===== src/rtl/tron_steer_ctrl_if.sv =====
// Step-command bus from the steering controller to the X/Y position counters.
// Each axis gets an enable pulse (onoff) and a direction (pm, 1 = count up).
interface tron_steer_ctrl_if;
   logic x_onoff;
   logic x_pm;
   logic y_onoff;
   logic y_pm;

   // Steering controller drives the commands.
   modport master (
      output x_onoff,
      output x_pm,
      output y_onoff,
      output y_pm
   );

   // Position counters consume them.
   modport slave (
      input x_onoff,
      input x_pm,
      input y_onoff,
      input y_pm
   );
endinterface


===== src/rtl/tron_steer_ctrl.sv =====
// Player steering controller for Tron-on-VGA.
// Turns left/right button presses into a 2-bit heading (0=N, 1=E, 2=S, 3=W) and
// emits one-cycle step pulses on the X or Y counter every TICK_DIV cycles while the
// player is alive. Owns the IDLE/RUN/DEAD round state for one player.
//
// Build option: define STEER_DEBOUNCE_EN to insert a DEB_CYCLES-sample debouncer
// between each button synchronizer and its edge detector.
module tron_steer_ctrl #(
   parameter int unsigned TICK_DIV     = 16,
   parameter logic [1:0]  HEADING_INIT = 2'd1,
   parameter int unsigned DEB_CYCLES   = 8
) (
   input  logic              clk,
   input  logic              reset,
   input  logic              btn_left,
   input  logic              btn_right,
   input  logic              start,
   input  logic              crash,
   tron_steer_ctrl_if.master cnt_if,
   output logic [1:0]        heading,
   output logic              alive
);

   localparam int unsigned    DivW    = $clog2(TICK_DIV);
   localparam logic [DivW-1:0] DivLast = DivW'(TICK_DIV - 1);

   // Reject parameter sets the divider and debouncer cannot support.
   if (TICK_DIV < 2 || DEB_CYCLES < 1) begin : g_param_check
      $error("tron_steer_ctrl: TICK_DIV must be >= 2 and DEB_CYCLES >= 1");
   end

   typedef enum logic [1:0] {
      StIdle = 2'd0,
      StRun  = 2'd1,
      StDead = 2'd2
   } state_e;

   state_e          state_q;
   logic            start_q;
   logic [DivW-1:0] div_q;
   logic            pend_q;
   logic            pend_cw_q;
   logic [1:0]      heading_q;
   logic            x_onoff_q;
   logic            x_pm_q;
   logic            y_onoff_q;
   logic            y_pm_q;
   logic            alive_q;

   // Button bit 0 = left, bit 1 = right throughout.
   logic [1:0] sync1_q;
   logic [1:0] sync2_q;
   logic [1:0] lvl;
   logic [1:0] lvl_prev_q;
   logic [1:0] rise;
   logic       req_valid;
   logic       req_cw;
   logic       start_rise;
   logic       tick;
   logic [1:0] head_next;

   // Two-flop synchronizer for the asynchronous button levels.
   always_ff @(posedge clk or posedge reset) begin
      if (reset) begin
         sync1_q <= 2'b00;
         sync2_q <= 2'b00;
      end else begin
         sync1_q <= {btn_right, btn_left};
         sync2_q <= sync1_q;
      end
   end

`ifdef STEER_DEBOUNCE_EN
   localparam int unsigned DebW = $clog2(DEB_CYCLES + 1);

   for (genvar i = 0; i < 2; i++) begin : g_deb
      logic [DebW-1:0] cnt_q;
      logic            lvl_q;

      // Flip the debounced level only after DEB_CYCLES consecutive differing samples.
      always_ff @(posedge clk or posedge reset) begin
         if (reset) begin
            cnt_q <= '0;
            lvl_q <= 1'b0;
         end else if (sync2_q[i] == lvl_q) begin
            cnt_q <= '0;
         end else if (cnt_q == DebW'(DEB_CYCLES - 1)) begin
            cnt_q <= '0;
            lvl_q <= sync2_q[i];
         end else begin
            cnt_q <= cnt_q + DebW'(1);
         end
      end

      assign lvl[i] = lvl_q;
   end
`else
   assign lvl = sync2_q;
`endif

   // Previous button level for rising-edge detection; a held button turns once.
   always_ff @(posedge clk or posedge reset) begin
      if (reset) begin
         lvl_prev_q <= 2'b00;
      end else begin
         lvl_prev_q <= lvl;
      end
   end

   assign rise       = lvl & ~lvl_prev_q;
   // Simultaneous left and right edges cancel.
   assign req_valid  = rise[0] ^ rise[1];
   assign req_cw     = rise[1];
   assign start_rise = start & ~start_q;
   assign tick       = (div_q == DivLast);

   // Heading after applying any pending turn; used in the tick cycle itself.
   always_comb begin
      head_next = heading_q;
      if (pend_q) begin
         head_next = pend_cw_q ? heading_q + 2'd1 : heading_q - 2'd1;
      end
   end

   // Round FSM with divider, pending turn and registered step outputs.
   always_ff @(posedge clk or posedge reset) begin
      if (reset) begin
         state_q   <= StIdle;
         start_q   <= 1'b0;
         div_q     <= '0;
         pend_q    <= 1'b0;
         pend_cw_q <= 1'b0;
         heading_q <= HEADING_INIT;
         x_onoff_q <= 1'b0;
         x_pm_q    <= 1'b1;
         y_onoff_q <= 1'b0;
         y_pm_q    <= 1'b0;
         alive_q   <= 1'b0;
      end else begin
         start_q   <= start;
         x_onoff_q <= 1'b0;
         y_onoff_q <= 1'b0;
         unique case (state_q)
            StIdle, StDead: begin
               if (start_rise) begin
                  state_q   <= StRun;
                  heading_q <= HEADING_INIT;
                  div_q     <= '0;
                  pend_q    <= 1'b0;
                  alive_q   <= 1'b1;
               end
            end
            StRun: begin
               if (crash) begin
                  // Crash wins over a coincident tick: no step is emitted.
                  state_q <= StDead;
                  alive_q <= 1'b0;
                  pend_q  <= 1'b0;
               end else if (tick) begin
                  div_q     <= '0;
                  heading_q <= head_next;
                  // A request arriving in the tick cycle opens the next period.
                  pend_q    <= req_valid;
                  pend_cw_q <= req_cw;
                  unique case (head_next)
                     2'd0: begin
                        y_onoff_q <= 1'b1;
                        y_pm_q    <= 1'b0;
                     end
                     2'd1: begin
                        x_onoff_q <= 1'b1;
                        x_pm_q    <= 1'b1;
                     end
                     2'd2: begin
                        y_onoff_q <= 1'b1;
                        y_pm_q    <= 1'b1;
                     end
                     default: begin
                        x_onoff_q <= 1'b1;
                        x_pm_q    <= 1'b0;
                     end
                  endcase
               end else begin
                  div_q <= div_q + DivW'(1);
                  // First request in a tick period wins; later ones are dropped.
                  if (!pend_q && req_valid) begin
                     pend_q    <= 1'b1;
                     pend_cw_q <= req_cw;
                  end
               end
            end
            default: begin
               state_q <= StIdle;
               alive_q <= 1'b0;
            end
         endcase
      end
   end

   assign cnt_if.x_onoff = x_onoff_q;
   assign cnt_if.x_pm    = x_pm_q;
   assign cnt_if.y_onoff = y_onoff_q;
   assign cnt_if.y_pm    = y_pm_q;
   assign heading        = heading_q;
   assign alive          = alive_q;

endmodule


===== src/flat_wrapper.sv =====
// flat-port wrapper written by rule: the top's interface ports become plain ports
module tron_steer_ctrl_flat 
#(
   parameter int unsigned TICK_DIV     = 16,
   parameter logic [1:0]  HEADING_INIT = 2'd1,
   parameter int unsigned DEB_CYCLES   = 8
)
  (clk, reset, btn_left, btn_right, start, crash, heading, alive, cnt_if_x_onoff, cnt_if_x_pm, cnt_if_y_onoff, cnt_if_y_pm);
  tron_steer_ctrl_if cnt_if_i ();
  input  logic clk;
  input  logic reset;
  input  logic btn_left;
  input  logic btn_right;
  input  logic start;
  input  logic crash;
  output logic [1:0] heading;
  output logic alive;
  output wire logic [$bits(cnt_if_i.x_onoff)-1:0] cnt_if_x_onoff;
  output wire logic [$bits(cnt_if_i.x_pm)-1:0] cnt_if_x_pm;
  output wire logic [$bits(cnt_if_i.y_onoff)-1:0] cnt_if_y_onoff;
  output wire logic [$bits(cnt_if_i.y_pm)-1:0] cnt_if_y_pm;
  assign cnt_if_x_onoff = cnt_if_i.x_onoff;
  assign cnt_if_x_pm = cnt_if_i.x_pm;
  assign cnt_if_y_onoff = cnt_if_i.y_onoff;
  assign cnt_if_y_pm = cnt_if_i.y_pm;
  tron_steer_ctrl #(.TICK_DIV(TICK_DIV), .HEADING_INIT(HEADING_INIT), .DEB_CYCLES(DEB_CYCLES)) u_core (.clk(clk), .reset(reset), .btn_left(btn_left), .btn_right(btn_right), .start(start), .crash(crash), .cnt_if(cnt_if_i), .heading(heading), .alive(alive));
endmodule

===== config.mk =====
export PLATFORM = sky130hd
export DESIGN_NAME = tron_steer_ctrl_flat
export DESIGN_NICKNAME = d
export VERILOG_FILES = /design/src/rtl/tron_steer_ctrl_if.sv /design/src/rtl/tron_steer_ctrl.sv /design/src/flat_wrapper.sv
export SDC_FILE = /design/constraint.sdc
export NUM_CORES = 1
export LEC_CHECK = 0
export ABC_AREA = 1
export BUFFER_PORTS_ARGS = -buffer_cell sky130_fd_sc_hd__buf_4
export CORE_ASPECT_RATIO = 0.9
export CORE_MARGIN = 10
export CORE_UTILIZATION = 45
export CTS_BUF_LIST = sky130_fd_sc_hd__clkbuf_8
export DETAILED_ROUTE_END_ITERATION = 10
export PLACE_DENSITY_LB_ADDON = 0.15
export SYNTH_ARGS = -nofsm -noshare
export SYNTH_HDL_FRONTEND = slang
export SYNTH_SLANG_ARGS = --single-unit

===== constraint.sdc =====
create_clock -name clk -period 2.15 [get_ports clk]
set_input_delay 0.645 -clock clk [delete_from_list [all_inputs] [get_ports clk]]
set_output_delay 0.645 -clock clk [all_outputs]
set_load 0.02 [all_outputs]

==> run_results.csv <==
group,metric,value,unit
setup_path,r2r_setup_slack,0.88,ns
run,maxCapViolations,0,
floorplan,die_width,68.3,um
timing,hold_viol_final,0,
global_routing,grt_max_degree,22,
clocking,cts_max_level,1,
timing,setup_tns,0,ns
power,power.internal,597,uW
timing,fin_crit,1.64,ns
clocking,clkSinkCount,21,
timing,max-slew-margin-rel,81.7,%
timing,timing.final.crit_share,76.2,%
setup_path,start_kind,"flop",
power,combPwrFrac,14.3,%
clocking,cts_root_buf,"clkbuf_8",
yosys,synth_area_leaders,"dfrtp_1 50%, nand2_1 9.5%, inv_1 7.2%",
finish,num-fill-cells,183,
global_routing,globalRouteTotalUtil,8.34,%
global_routing,grt-ovfl-total,0,
timing,setup_viol,0,
setup_path,worstPathRequired,1.50,ns
power,swShare,27.0,%
setup_path,cp-end-kind,"output pin",
clocking,cts_tree,"built",
timing,tightest_slew,0.274,ns
floorplan,rows,15,
yosys,yosys.area.top_type,"dfrtp_1",
yosys,synth_enable_flop_cells,0,
timing,slew_violations,0,
min_path,min-delay-path-class,"reg2reg",
timing,rsz0062_at_grt,"no",
power,power_density,730,mW/mm^2
global_routing,grt_first_pass_wirelength,2750,um
clocking,path_clk_slew,0.07,ns
setup_path,path_class,"reg2out",
routing,drt_iter0_drc,34,
yosys,syn_area,945,sq um
floorplan,start_util,48.4,%
timing,timing.fmax,611,MHz
global_routing,antenna_found_initial,0,
yosys,synth_warnings,0,
finish,instances_no_fill,143,
timing,fin_worst_skew,0.00169,ns
routing,wl_per_cell,10.7,um
floorplan,die_y,63.5,um
setup_path,slowest_delay,0.58,ns
placement,gp_congestion,0.764,
finish,n_antenna_cell,0,
floorplan,dieArea,0.00433,sq mm
finish,nNetsFinal,126,
setup_path,cp_cell_sequence,"buf_4",
setup_path,cp.buffers_inverters,1,
setup_path,cpMaxStageDelayCell,"dfstp_2",
power,clkPwrFrac,30.8,%
finish,final_layout_size_suffix_gt1_share,24.6,%
clocking,clkLatencyLatePin,0.26,ns
yosys,synth_top_area_share,50.3,%
routing,ant_nets,0,
yosys,ys_seq_area_share,55.9,%
yosys,synth_nets,108,
power,leakage,0.000580,uW
placement,dpl.hpwl,1190,um
routing,dr.pass1.iters,2,
yosys,synth_common_cells,"24 x nand2_1, 19 x dfrtp_1, 18 x inv_1",
yosys,yosys_register_bits,21,
yosys,syn_area_per_cell,9.35,sq um
routing,wl,1520,um
yosys,synthArstFlopShare,100,%
clocking,cts_resized,0,
outcome,status,"finished, final reports clean",
power,power.switching,220,uW
setup_path,cp_top_family,"flip-flops",
floorplan,ioPinCount,13,
global_routing,grt_pass1_vias,666,
finish,area_delta_synth_final,18.4,%
power,ir_drop,0.617,mV
routing,vias_per_cell,4.58,
setup_path,worstPathArrival,0.99,ns
floorplan,core_area,0.00195,sq mm
clocking,cts-hold-fix-buffers,0,
power,power,817,uW
placement,numPortBuffers,12,
finish,fin_util,57.3,%
clocking,cts_setup_buffers,0,
yosys,dominantRegCellSynth,"dfrtp_1",
yosys,postSynthCellCount,101,
routing,via_count,655,
yosys,yosysMostFrequentCell,"nand2_1",
yosys,synth_cell_type_count,22,
placement,placed_cells,139,
power,seqPwrFrac,55.0,%
clocking,cts_buffers,3,
clocking,cts.path.max_buffers,2,
routing,drc,0,
setup_path,path_max_fanout,4,
per-layer routing:
| layer | global-route usage, % | routed length [um] | vias up |
|---|---|---|---|
| li1 | - | - | 342 |
| met1 | 9.68 | 694 | 294 |
| met2 | 11.6 | 667 | 14 |
| met3 | 4.77 | 126 | 5 |
| met4 | 4.52 | 34 | 0 |
| met5 | 0 | 0 | - |
cell usage in the layout, fill, tap and decap left out:
cell,count
nand2_1,24
inv_1,19
dfrtp_1,19
buf_4,13
nand3_1,7
nor2_1,6
o21ai_0,5
clkbuf_8,3
inv_2,2
nor2_4,2
nand2_4,2
xor2_1,2
a21oi_1,2
dfstp_2,2
xor2_2,1
nand3_4,1
nor2_2,1
nor3_1,1
and2_4,1
a21oi_2,1
and2_1,1
o2111ai_1,1
nand4_1,1
ha_1,1
flip-flops by register name (all words and copies together) (netlist names), 2 cells and up:
register           flops
u_core.heading         2
u_core.sync1_q         2
u_core.lvl             2
u_core.lvl_prev_q      2
u_core.div_q           4
stage by stage:
stage,hold WS [ns],area [sq um],worst slack (ns)
after floorplan,0.331,945,0.895
after global placement,0.332,1070,0.740
after detailed placement,0.345,1070,0.714
after CTS,0.363,1120,0.499
after global routing,0.365,1120,0.463
final,0.354,1120,0.512
cell families (layout without fill, tap and decap cells):
group / after synthesis / after routing / share of synthesized area (%)
simple gates: 47 / 47 / 25.7
flops: 21 / 21 / 55.9
buf+inv: 20 / 37 / 7.95
compound gates: 9 / 9 / 5.56
xor+xnor: 3 / 3 / 3.58
fa+ha+maj: 1 / 1 / 1.32
final timing paths:
| check | to | start | cells past startpoint |
|---|---|---|---|
| worst max-delay path | heading[0] | u_core.heading[0]$_DFFE_PP1P_ | 1 |
| worst min-delay path | u_core.lvl[1]$_DFF_PP0_ | u_core.sync1_q[1]$_DFF_PP0_ | 0 |
| worst max register to register | u_core.cnt_if.y_pm$_DFFE_PP0P_ | u_core.div_q[0]$_DFFE_PP0P_ | 7 |
| worst min register to register | u_core.lvl[1]$_DFF_PP0_ | u_core.sync1_q[1]$_DFF_PP0_ | 0 |
| max in group asynchronous | u_core.cnt_if.x_pm$_DFFE_PP1P_ | reset | 3 |
| min in group asynchronous | u_core.lvl[1]$_DFF_PP0_ | reset | 3 |
power by group through the flow:
stage | Combinational, uW | Sequential (uW) | Clock [uW]
floorplan | 84.4 | 456 | 0
global placement | 115 | 456 | 0
detailed placement | 119 | 457 | 0
CTS | 119 | 449 | 266
global route | 138 | 454 | 285
finish | 117 | 449 | 251
area by class of cell:
type	instances	area [sq um]	area share (%)
Sequential cell	21	528	47.2
Multi-Input combinational cell	60	342	30.5
Clock buffer	3	41.3	3.69
Timing Repair Buffer	13	97.6	8.72
Tap cell	25	31.3	2.80
Inverter	20	75.1	6.71
Clock inverter	1	3.75	0.336
(Power assumes the default switching activity.)
